### src/rtl/uart_pkg.sv
// Shared definitions for the UART Wishbone master and the UART register slave.
package uart_pkg;

    typedef enum logic [2:0] {
        IDLE,
        RD,
        RX_HOLD,
        WR,
        WAIT_BUSY
    } state_t;

    // Register map of the UART slave, shared by both ends of the bus.
    localparam logic TX_ADDR = 1'b0;
    localparam logic RX_ADDR = 1'b1;

endpackage

### src/rtl/uart_wb_timeout.sv
// Saturating cycle counter used to bound bus acks and the tx-busy rise.
// o_expired flags the cycle in which the G_LIMIT-th enabled cycle is being spent,
// so a state that enables the counter can leave after exactly G_LIMIT cycles.
module uart_wb_timeout #(
    parameter int G_LIMIT = 255
) (
    input  logic i_clk,
    input  logic i_rst,
    input  logic i_clear,
    input  logic i_enable,
    output logic o_expired
);

    localparam int W = $clog2(G_LIMIT + 1);
    localparam logic [W-1:0] LAST = W'(G_LIMIT - 1);
    localparam logic [W-1:0] SAT  = W'(G_LIMIT);

    logic [W-1:0] count_q;
    logic [W-1:0] count_d;

    // Next count: clear wins, otherwise count up and stick at the limit.
    always_comb begin
        count_d = count_q;
        if (i_clear) begin
            count_d = '0;
        end else if (i_enable && (count_q != SAT)) begin
            count_d = count_q + 1'b1;
        end
    end

    // Count register.
    always_ff @(posedge i_clk) begin
        if (i_rst) begin
            count_q <= '0;
        end else begin
            count_q <= count_d;
        end
    end

    // Independent of i_enable so the user's next-state logic forms no loop.
    assign o_expired = (count_q >= LAST);

endmodule

### src/rtl/uart_wb_master.sv
// Wishbone initiator for the UART register slave: upstream bytes become TX
// register writes paced by tx-busy, and flagged RX bytes are read and offered
// on a downstream valid/ready stream.
module uart_wb_master
    import uart_pkg::*;
#(
    parameter int   G_WORD_WIDTH  = 8,
    parameter logic G_TX_ADDR     = TX_ADDR,
    parameter logic G_RX_ADDR     = RX_ADDR,
    parameter int   G_ACK_TIMEOUT = 255
) (
    input  logic                    i_clk,
    input  logic                    i_rst,
    input  logic                    i_tx_valid,
    input  logic [G_WORD_WIDTH-1:0] i_tx_data,
    output logic                    o_tx_ready,
    output logic                    o_rx_valid,
    output logic [G_WORD_WIDTH-1:0] o_rx_data,
    input  logic                    i_rx_ready,
    output logic                    o_we,
    output logic                    o_stb,
    output logic                    o_addr,
    output logic [G_WORD_WIDTH-1:0] o_data,
    input  logic                    i_ack,
    input  logic [G_WORD_WIDTH-1:0] i_data,
    input  logic                    i_tx_busy,
    input  logic                    i_data_valid,
    output logic                    o_timeout,
    output logic                    o_overrun
);

    state_t state_q, state_d;

    logic                    rx_pend_q, rx_pend_d;
    logic                    stb_q, stb_d;
    logic                    we_q, we_d;
    logic                    addr_q, addr_d;
    logic [G_WORD_WIDTH-1:0] wdata_q, wdata_d;
    logic [G_WORD_WIDTH-1:0] rx_data_q, rx_data_d;
    logic                    rx_valid_q, rx_valid_d;
    logic                    timeout_q, timeout_d;
    logic                    overrun_q, overrun_d;

    logic tx_accept;
    logic rd_ack;
    logic pend_now;
    logic cnt_clear;
    logic cnt_en;
    logic cnt_expired;

    uart_wb_timeout #(
        .G_LIMIT (G_ACK_TIMEOUT)
    ) u_timeout (
        .i_clk     (i_clk),
        .i_rst     (i_rst),
        .i_clear   (cnt_clear),
        .i_enable  (cnt_en),
        .o_expired (cnt_expired)
    );

    // Next-state, pending/sticky flags and registered bus outputs.
    always_comb begin
        state_d    = state_q;
        wdata_d    = wdata_q;
        rx_data_d  = rx_data_q;
        rx_valid_d = rx_valid_q;
        timeout_d  = timeout_q;
        tx_accept  = 1'b0;
        cnt_en     = 1'b0;

        rd_ack   = (state_q == RD) && i_ack;
        // A pulse arriving while idle already counts, so reads beat a
        // simultaneous upstream byte.
        pend_now = rx_pend_q || i_data_valid;

        case (state_q)
            IDLE: begin
                if (pend_now) begin
                    state_d = RD;
                end else if (i_tx_valid && !i_tx_busy) begin
                    tx_accept = 1'b1;
                    wdata_d   = i_tx_data;
                    state_d   = WR;
                end
            end
            RD: begin
                cnt_en = 1'b1;
                if (i_ack) begin
                    rx_data_d  = i_data;
                    rx_valid_d = 1'b1;
                    state_d    = RX_HOLD;
                end else if (cnt_expired) begin
                    timeout_d = 1'b1;
                    state_d   = IDLE;
                end
            end
            RX_HOLD: begin
                if (i_rx_ready) begin
                    rx_valid_d = 1'b0;
                    state_d    = IDLE;
                end
            end
            WR: begin
                cnt_en = 1'b1;
                if (i_ack) begin
                    state_d = WAIT_BUSY;
                end else if (cnt_expired) begin
                    timeout_d = 1'b1;
                    state_d   = IDLE;
                end
            end
            WAIT_BUSY: begin
                cnt_en = 1'b1;
                if (i_tx_busy) begin
                    state_d = IDLE;
                end else if (cnt_expired) begin
                    timeout_d = 1'b1;
                    state_d   = IDLE;
                end
            end
            default: begin
                state_d = IDLE;
            end
        endcase

        // A read timeout leaves the flag set, so the read is retried.
        rx_pend_d = i_data_valid || (rx_pend_q && !rd_ack);
        overrun_d = overrun_q || (i_data_valid && rx_pend_q && !rd_ack);

        // Strobe and qualifiers follow the state being entered.
        stb_d  = (state_d == RD) || (state_d == WR);
        we_d   = (state_d == WR);
        addr_d = (state_d == RD) ? G_RX_ADDR :
                 (state_d == WR) ? G_TX_ADDR : 1'b0;

        cnt_clear = (state_d != state_q);
    end

    // State and output registers.
    always_ff @(posedge i_clk) begin
        if (i_rst) begin
            state_q    <= IDLE;
            rx_pend_q  <= 1'b0;
            stb_q      <= 1'b0;
            we_q       <= 1'b0;
            addr_q     <= 1'b0;
            wdata_q    <= '0;
            rx_data_q  <= '0;
            rx_valid_q <= 1'b0;
            timeout_q  <= 1'b0;
            overrun_q  <= 1'b0;
        end else begin
            state_q    <= state_d;
            rx_pend_q  <= rx_pend_d;
            stb_q      <= stb_d;
            we_q       <= we_d;
            addr_q     <= addr_d;
            wdata_q    <= wdata_d;
            rx_data_q  <= rx_data_d;
            rx_valid_q <= rx_valid_d;
            timeout_q  <= timeout_d;
            overrun_q  <= overrun_d;
        end
    end

    // No byte is taken while reset is asserted; it would be discarded anyway.
    assign o_tx_ready = tx_accept && !i_rst;
    assign o_rx_valid = rx_valid_q;
    assign o_rx_data  = rx_data_q;
    assign o_we       = we_q;
    assign o_stb      = stb_q;
    assign o_addr     = addr_q;
    assign o_data     = wdata_q;
    assign o_timeout  = timeout_q;
    assign o_overrun  = overrun_q;

endmodule

### config.mk
export PLATFORM = sky130hd
export DESIGN_NAME = uart_wb_master
export DESIGN_NICKNAME = d
export VERILOG_FILES = /design/src/rtl/uart_pkg.sv /design/src/rtl/uart_wb_timeout.sv /design/src/rtl/uart_wb_master.sv
export SDC_FILE = /design/constraint.sdc
export NUM_CORES = 1
export LEC_CHECK = 0
export ABC_AREA = 0
export CAP_MARGIN = 20
export CELL_PAD_IN_SITES_DETAIL_PLACEMENT = 0
export CELL_PAD_IN_SITES_GLOBAL_PLACEMENT = 1
export CORE_ASPECT_RATIO = 1.4
export CORE_MARGIN = 1.5
export CORE_UTILIZATION = 48
export DETAILED_ROUTE_END_ITERATION = 8
export DONT_BUFFER_PORTS = 1
export GPL_TIMING_DRIVEN = 0
export PLACE_DENSITY_LB_ADDON = 0.1
export SETUP_SLACK_MARGIN = 0.05
export SLEW_MARGIN = 5
export SYNTH_ARGS = -nofsm -noshare
export SYNTH_HDL_FRONTEND = slang
export SYNTH_HIERARCHICAL = 1
export SYNTH_SLANG_ARGS = --single-unit
### constraint.sdc
create_clock -name i_clk -period 4.8 [get_ports i_clk]
set_input_delay 0.48 -clock i_clk [delete_from_list [all_inputs] [get_ports i_clk]]
set_output_delay 0.48 -clock i_clk [all_outputs]
set_load 0.05 [all_outputs]
---- Word-level counts from Yosys, hierarchy flattened ----
Index checks and enable logic that the tools add are counted.
cells by class
  $add $sub $neg .......................... 1
  magnitude comparators ................... 1
  eq/ne operators ......................... 12
  muxes and demuxes ....................... 20
  bitwise operators ....................... 1
  reductions and logical operators ........ 24
operators by type and width
  operator                                                                count
  3-bit 2-to-1 mux                                                        7
  3-bit one-hot mux with 5 select lines                                   1
  1-bit 2-to-1 mux                                                        10
  3-bit by 2-bit equality test with 1-bit output (second input constant)  3
  3-bit AND reduction                                                     3
  8-bit by 1-bit adder with 8-bit output (second input constant)          1
  8-bit >= comparator (second input constant)                             1
  2-bit inequality test (second input constant)                           4
  8-bit inequality test (second input constant)                           1
  1-bit logical AND                                                       7
  3-bit by 1-bit equality test with 1-bit output (second input constant)  2
  1-bit logical OR                                                        4
  1-bit one-hot mux with 2 select lines                                   2
  2-bit nonzero test                                                      2
  2-bit OR reduction                                                      2
  3-bit equality test (second input constant)                             1
  1-bit zero test                                                         3
  3-bit zero test                                                         1
  3-bit inequality test                                                   1
  3-bit OR reduction                                                      1
  2-bit AND reduction                                                     1
  1-bit inverter                                                          1
storage, ports and cells
  register bits ........................... 34
  input port bits ......................... 23
  logic and storage cells ................. 70

---- Logic depth before layout (Yosys ltp) ----
Gate-level depths: netlist of the first run.
  depth in word-level cells ............... 7
  depth in mapped cells ................... 11

---- Hierarchy ----
Netlist of the first run, hierarchy kept.
by module, submodules not included
  module           times used  cells each  area each (um^2)  sequential area each (um^2)
  uart_wb_master   1           121         1056.0            520.5
  uart_wb_timeout  1           50          441.7             160.2

---- Worst setup path after synthesis of the first run ----
Ideal clock, no wire load.
  path kind ............................... input port to output port
  start point ............................. in i_tx_busy
  end point ............................... out o_tx_ready
  arrival ................................. 2.237 ns
  data required time ...................... 4.320 ns
  slack ................................... 2.083 ns
  cell stages on the path ................. 4
  cells stage by stage .................... or4b_1 -> or4_1 -> buf_6 -> nor2_1
on the way
  cells in the longest elaborated chain, start to end .. 6
RTL lines
  what                line                   source
  start: declaration  uart_wb_master.sv:26   input logic i_tx_busy,
  1-bit zero test     uart_wb_master.sv:80   end else if (i_tx_valid && !i_tx_busy) begin
  1-bit logical AND   uart_wb_master.sv:80
  1-bit 2-to-1 mux    uart_wb_master.sv:80
  1-bit 2-to-1 mux    uart_wb_master.sv:78   if (pend_now) begin
  1-bit 2-to-1 mux    uart_wb_master.sv:76   case (state_q)
  1-bit logical AND   uart_wb_master.sv:167  assign o_tx_ready = tx_accept && !i_rst;
  end: declaration    uart_wb_master.sv:16   output logic o_tx_ready,
Every way passes these cells.

---- Worst setup path after layout of the first run ----
  start point ............................. reg rx_pend_q
  end point ............................... out o_tx_ready
on the way
  cells in the longest elaborated chain, start to end .. 4
RTL lines
  what                      line                   source
  start: declaration        uart_wb_master.sv:34   logic rx_pend_q, rx_pend_d;
  start signal: assignment  uart_wb_master.sv:154  rx_pend_q <= rx_pend_d;
  1-bit logical OR          uart_wb_master.sv:74   pend_now = rx_pend_q || i_data_valid;
  1-bit 2-to-1 mux          uart_wb_master.sv:78
  1-bit 2-to-1 mux          uart_wb_master.sv:76
  1-bit logical AND         uart_wb_master.sv:167
Every way passes these cells.

==> results of run 1 <==
[sequential cells by signal, indices dropped and copies added (netlist names), 3 cells and up]
signal	count
o_data	8
o_rx_data	8
state_q	3
u_timeout/count_q	8
[power by group through the flow]
stage	logic [mW]	clock network, mW	registers (mW)
after floorplan	0.0644	0	0.355
final	0.0796	0.217	0.351
after detailed placement	0.0793	0	0.358
after global routing	0.0910	0.238	0.353
after global placement	0.0764	0	0.357
after CTS	0.0796	0.222	0.352
[worst max-delay path, cell delays in order (launching register included)]
cell	delay [ps]
dfxtp_1	330
or4b_1	520
or4_1	450
buf_6	180
nor2_1	670
[how the worst max path moves through the flow]
stage	start	end	slack, ps	cells after the start
detailed placement	i_tx_busy	o_tx_ready	1980	4
finish	rx_pend_q	o_tx_ready	1880	4
floorplan	i_tx_busy	o_tx_ready	2080	4
CTS	rx_pend_q	o_tx_ready	1880	4
global route	rx_pend_q	o_tx_ready	1840	4
global placement	i_tx_busy	o_tx_ready	1970	4
[final cells by class]
type	instances	area (um^2)	share of cell area, %
flip-flops and latches	34	680.7	41.62
well taps	37	46.29	2.831
clock inverters	1	5.005	0.3060
plain buffers	8	37.54	2.295
multi-input cells	127	772.0	47.21
clock buffers	7	86.33	5.279
inverters	2	7.507	0.4591
[synth_stat cells (2+ instances only)]
library cell | number | area [um^2]
a31oi_1 | 5 | 31.28
o21ai_1 | 2 | 10.01
dfxtp_1 | 34 | 680.7
nor3b_1 | 3 | 22.52
nand2_1 | 23 | 86.33
and4_1 | 2 | 17.52
ha_1 | 2 | 25.02
nand3_2 | 2 | 20.02
nand2b_1 | 2 | 12.51
o31ai_1 | 2 | 15.01
or3_1 | 2 | 12.51
mux2i_1 | 12 | 120.1
nor3_1 | 3 | 15.01
o211a_1 | 2 | 20.02
nand3_1 | 3 | 15.01
inv_1 | 2 | 7.510
clkbuf_1 | 7 | 26.28
o21ai_0 | 3 | 15.01
or4_1 | 2 | 15.01
a211oi_1 | 2 | 15.01
a21oi_1 | 16 | 80.08
nor2_1 | 22 | 82.58
a22o_1 | 2 | 17.52
[placed cells by master, fill, tap and decap left out, types with 2 or more instances in the layout]
master    netlist  routed
nand3_2         2       2
a31oi_1         5       5
o31ai_1         2       2
mux2i_1        12      12
or4_1           2       2
nor2_1         22      22
and4_1          2       2
a21oi_1        16      16
or3_1           2       2
ha_1            2       2
o21ai_0         3       3
a211oi_1        2       2
o21ai_1         2       2
dfxtp_1        34      34
nand3_1         3       3
clkbuf_1        7       8
inv_1           2       2
clkbuf_8        0       6
nor3_1          3       3
o211a_1         2       2
nor3b_1         3       3
a22o_1          2       2
nand2_1        23      23
nand2b_1        2       2
[cell families after synthesis]
| group | after synthesis | share of synthesized area (%) |
|---|---|---|
| flip-flops | 34 | 45.45 |
| AO/OA/AOI/OAI | 37 | 15.20 |
| buffers and inverters | 10 | 3.008 |
| AND/OR/NAND/NOR | 75 | 25.90 |
| multiplexers | 13 | 8.772 |
| adder cells (fa/ha/maj) | 2 | 1.671 |
[routing by layer]
layer  up-vias  track usage (%)  wire [um]
li1        622                -          -
met1       565            22.34       1344
met2        38            32.16       1557
met3         8            8.658        212
met4         0            11.73         74
met5         -                0          0
[through the flow]
step	power, mW	utilization, %	hold WS, ps	cells	cell area (um^2)
6_report	0.6477	56.26	320.0	216	1635
5_1_grt	0.6822	56.26	317.7	216	1635
4_1_cts	0.6527	56.26	320.5	216	1635
3_5_place_dp	0.4372	53.12	516.1	208	1544
3_3_place_gp	0.4336	53.12	499.0	208	1544
2_1_floorplan	0.4193	-	469.6	171	1498
==> summary.md, run 1 <==
| Metric | Value |
|---|---|
| RSZ-0062 raised after global routing | false |
| Reg2reg start | u_timeout/count_q[0] |
| Sink Count | 34 |
| Layout cells sized above 1 | 7.263% |
| MaxCap Viol Count | 0 |
| Clock buffer count from CTS | 5 |
| Avg Cell Area, Syn | 8.758 um^2 |
| P_int | 445.6 uW |
| Clock root cell | clkbuf_8 |
| Startpoint Class | register |
| Ant diodes | 0 |
| Final WS setup | between 1500 and 2000 ps |
| CP Max Fanout | 10 |
| Setup TNS | 0 ps |
| P per Cell Area | 396.0 nW/um^2 |
| Status | finished, final reports clean |
| Vias per inst | 5.708 |
| CP required | approximately 4300 ps |
| Largest net degree at the start of global routing | 11 |
| Seq cells post-synth | 34 |
| Post-CTS setup buffer count | 0 |
| Slew HR | 41.48% |
| Number of enable flip-flop cells after synthesis | 0 |
| Distinct cells, synth | 39 |
| Initial antenna violation count | 0 |
| Clock Latency Late Sink | 280 ps |
| DR iter-0 viols | 19 |
| CTS tree | yes |
| Std-Cell Rows | 23 |
| Clock Tree Buf Depth | 2 |
| Fin. Hold Viols | 0 |
| Main flop type after synthesis | dfxtp_1 |
| Number of H-tree levels | 2 |
| Avg WL per Cell | 14.76 um |
| Cells after Synth | 171 |
| Synth Warn # | 6 |
| Full die area | ~3500 um^2 |
| Gr usage total | 20.40% |
| Worst VDD drop | 0.2298 mV |
| Residual DRC | 0 |
| Worst Hold Depth | 2 |
| Reg2Reg Depth | 11 |
| CP endpoint kind | output pin |
| Logic gate share of total power | 12.3% |
| Antenna Nets Post-Route | 0 |
| Final min period | roughly 2900 ps |
| Initial core utilization | just over 50% |
| # setup viols final | 0 |
| Core region area | between 2000 and 3000 um^2 |
| CTS clk-pin slew, worst paths | 70 ps |
| Hold-fix buffers at CTS | 0 |
| First-pass GRT wire length | between 5000 and 6000 um |
| Mapped cell area | 1498 um^2 |
| Hold Path Class | primary input to register |
| Port buffer count | 0 |
| Cts repair resizes | 0 |
| Die width | 50.21 um |
| Clock Skew | 1.527 ps |
| IO Pins | 46 |
| Fillers | 272 |
| Fin. max-slew vios | 0 |
| Asr flop ratio synth | 0% |
| Final period utilization | between 60 and 70% |
| Final wirelength | 3188 um |
| P&R area growth vs syn | 9.190% |
| Die Ht | 69.10 um |
| Via count | around 1200 |
| Post-DP HPWL | 2340 um |
| Seq pwr share | 54.3% |
| Clock power share | between 30% and 40% |
| CP Class | register to output pin |
| Hold Crit Start | i_data_valid |
| Critical R2R Capture | u_timeout/count_q[4] |
| Post-synthesis net count | 196 |
| Sw Share | ~31% |
| Sequential-to-total area share from yosys stat | a little under half |
| Register-to-register setup slack | 2180 ps |
| P_leak | 0.6450 nW |
| Arrival time worst endpoint | between 2000 and 2500 ps |
| NumNets Final | just over 200 |
| GPL Wtd Cong | 0.8328 |
| Initial DRT Pass Iterations | 4 |
| Hold endpoint | rx_pend_q |
| Slew of the pin with the lowest slew margin | 874.5 ps |
| P_sw | 202.1 uW |
| Number of global-route vias before repair | 1277 |
| Max Freq | 342.2 MHz |
| GRT Residual Overflow | 0 |
| Pre-CTS setup slack | 1979 ps |
(Power assumes the default switching activity.)
==> run 2, diff against run 1 <==
CORE_UTILIZATION = 40   (was 48)
clock period = 2.4 ns   (was 4.8 ns; I/O delays follow)
==> run 2 against run 1 <==
Effect of this change:
- clock-buffer cell count is the same
- combinational power rose by 110%
- utilization down 10 points
- hold slack worse by 230 ps
- setup slack got worse by 1800 ps
- sequential power rose by 100%
- final cell count is 2.3% higher
- non-clock buffer count unchanged
==> summary.md, run 2 (synthesis results as in run 1) <==
| Metric | Value |
|---|---|
| Arrival time worst endpoint | 2040 ps (-400 ps) |
| Via count | 1284 (+4.1%) |
| Sw Share | 31.00% (-0.21 points) |
| Clock Tree Buf Depth | 2 (unchanged) |
| Final period utilization | 95.20% |
| Logic gate share of total power | 13.1% (+0.8 points) |
| Clock Skew | 5.653 ps (+4.126 ps) |
| Ant diodes | 0 (unchanged) |
| Hold Crit Start | i_data_valid |
| Fin. max-slew vios | 0 (unchanged) |
| Worst VDD drop | 0.4252 mV (+85%) |
| P per Cell Area | 776.4 nW/um^2 (+96%) |
| Clock power share | 32.6% (-0.9 points) |
| Placed Area | 1550 um^2 (+0.41%) |
| Std-Cell Rows | 26 (+13%) |
| Clock root cell | clkbuf_8 |
| Initial antenna violation count | 0 (unchanged) |
| Vias per inst | 5.810 (+1.8%) |
| Number of global-route vias before repair | 1149 (-10%) |
| CTS clk-pin slew, worst paths | 60 ps (about the same) |
| Max Freq | 437.7 MHz |
| Fin. Hold Viols | 0 (unchanged) |
| NumNets Final | 203 (unchanged) |
| Slew of the pin with the lowest slew margin | 524.3 ps (-350.2 ps) |
| CP Max Fanout | 10 (unchanged) |
| Die width | 54.72 um (+9.0%) |
| Commonest cells after routing, fill and taps aside | dfxtp_1, nand2_1, nor2_1 |
| Status | finished, final reports clean |
| CP endpoint kind | output pin |
| DR iter-0 viols | 40 (+21) |
| Final wirelength | 3394 um (+6.5%) |
| Fillers | 370 (+36%) |
| Avg WL per Cell | 15.36 um (+4.1%) |
| CP Class | register to output pin |
| Reg area | 681.9 um^2 (+0.18%) |
| Largest net degree at the start of global routing | 11 (unchanged) |
| CTS tree | yes |
| Initial DRT Pass Iterations | 4 (unchanged) |
| Gr usage total | 17.73% (-2.7 points) |
| Port buffer count | 0 (unchanged) |
| Reg2reg start | rx_pend_q |
| Number of H-tree levels | 2 (unchanged) |
| Layout cells sized above 1 | 10.61% (+3.4 points) |
| Final min period | roughly 2300 ps |
| Clock Latency Late Sink | 280 ps (about the same) |
| Fin area | 1672 um^2 (+2.2%) |
| P&R area growth vs syn | 11.61% |
| Sink Count | 34 (unchanged) |
| Residual DRC | 0 (unchanged) |
| Post-CTS setup buffer count | 0 (unchanged) |
| Seq pwr share | 54.3% (about the same) |
| CP required | 2160 ps (-2160 ps) |
| GPL Wtd Cong | 0.7545 (-9.4%) |
| Footprint of the multi-input gates | 800.8 um^2 (+3.7%) |
| P_leak | 0.6514 nW (+0.99%) |
| RSZ-0062 raised after global routing | false |
| Worst Hold Depth | 2 (unchanged) |
| Die Ht | 75.40 um (+9.1%) |
| Critical R2R Capture | u_timeout/count_q[4] |
| IO Pins | 46 (unchanged) |
| Initial core utilization | 41.48% (-10 points) |
| Core region area | 3611 um^2 (+24%) |
| Most common cell after layout, fill and taps aside | dfxtp_1 |
| Pwr Total | 1.298 mW (+100%) |
| # setup viols final | 0 (unchanged) |
| GRT Residual Overflow | 0 (unchanged) |
| Register-to-register setup slack | 140 ps (-2040 ps) |
| Clock buffer count from CTS | 5 (unchanged) |
| Full die area | 4126 um^2 (+19%) |
| MaxCap Viol Count | 0 (unchanged) |
| Antenna Nets Post-Route | 0 (unchanged) |
| Startpoint Class | register |
| Reg2Reg Depth | 8 (-3) |
| Slew HR | 65.00% (+24 points) |
| Hold endpoint | rx_pend_q |
| P_sw | 402.3 uW (+99%) |
| Post-DP HPWL | 2521 um (+7.7%) |
| Hold Path Class | primary input to register |
| First-pass GRT wire length | 5126 um (-4.1%) |
| P_int | 895.6 uW (+100%) |
==> run 2: final cells by class <==
| class | instances | share of cell area (%) |
|---|---|---|
| buffer | 8 | 2.246 |
| clock buffer | 7 | 5.165 |
| clock inverter | 1 | 0.2994 |
| inverter | 2 | 0.4491 |
| multi-input combinational | 127 | 47.90 |
| sequential | 34 | 40.79 |
| tap | 42 | 3.144 |
==> run 2: critical path: stages (launching register included) <==
cell	delay [ps]
dfxtp_1	330
or4b_1	520
or4_1	450
buf_6	180
nor2_4	280
==> run 2: what timing repair did <==
action	4_1_cts	5_1_grt
resized for setup	6	2
setup endpoints to repair	9	7
hold buffers	0	0
==> run 2: per-stage QoR <==
step | hold WS, ps | setup WS, ps | TNS [ps] | util [%] | std cells
2_1_floorplan | 357.4 | 150.5 | 0 | - | 171
3_3_place_gp | 362.7 | -108.6 | -199.0 | 42.93 | 213
3_5_place_dp | 383.9 | -182.1 | -604.7 | 42.93 | 213
4_1_cts | 80.19 | 65.31 | 0 | 46.12 | 221
5_1_grt | 78.88 | 58.80 | 0 | 46.29 | 221
6_report | 85.11 | 115.2 | 0 | 46.29 | 221
==> run 2: worst max path at each step <==
stage	startpoint	to	cells after the start
2_1_floorplan	rx_pend_q	o_tx_ready	4
3_3_place_gp	u_timeout/count_q[0]	u_timeout/count_q[4]	11
3_5_place_dp	u_timeout/count_q[0]	u_timeout/count_q[4]	11
4_1_cts	u_timeout/count_q[0]	u_timeout/count_q[2]	10
5_1_grt	rx_pend_q	u_timeout/count_q[0]	8
6_report	rx_pend_q	o_tx_ready	4
==> run 2: layer usage <==
metal | global-route usage [%] | wire [um] | part of all wire, %
met1 | 17.00 | 1262 | 37
met2 | 31.75 | 1832 | 54
met3 | 6.667 | 218 | 6.4
met4 | 9.167 | 81 | 2.4
met5 | 0 | 0 | 0
==> run 2: power groups by stage <==
stage	Combinational, mW	Clock (mW)	Sequential (mW)
2_1_floorplan	0.129	0	0.710
3_3_place_gp	0.157	0	0.715
3_5_place_dp	0.160	0	0.717
4_1_cts	0.170	0.441	0.704
5_1_grt	0.190	0.462	0.709
6_report	0.170	0.423	0.705
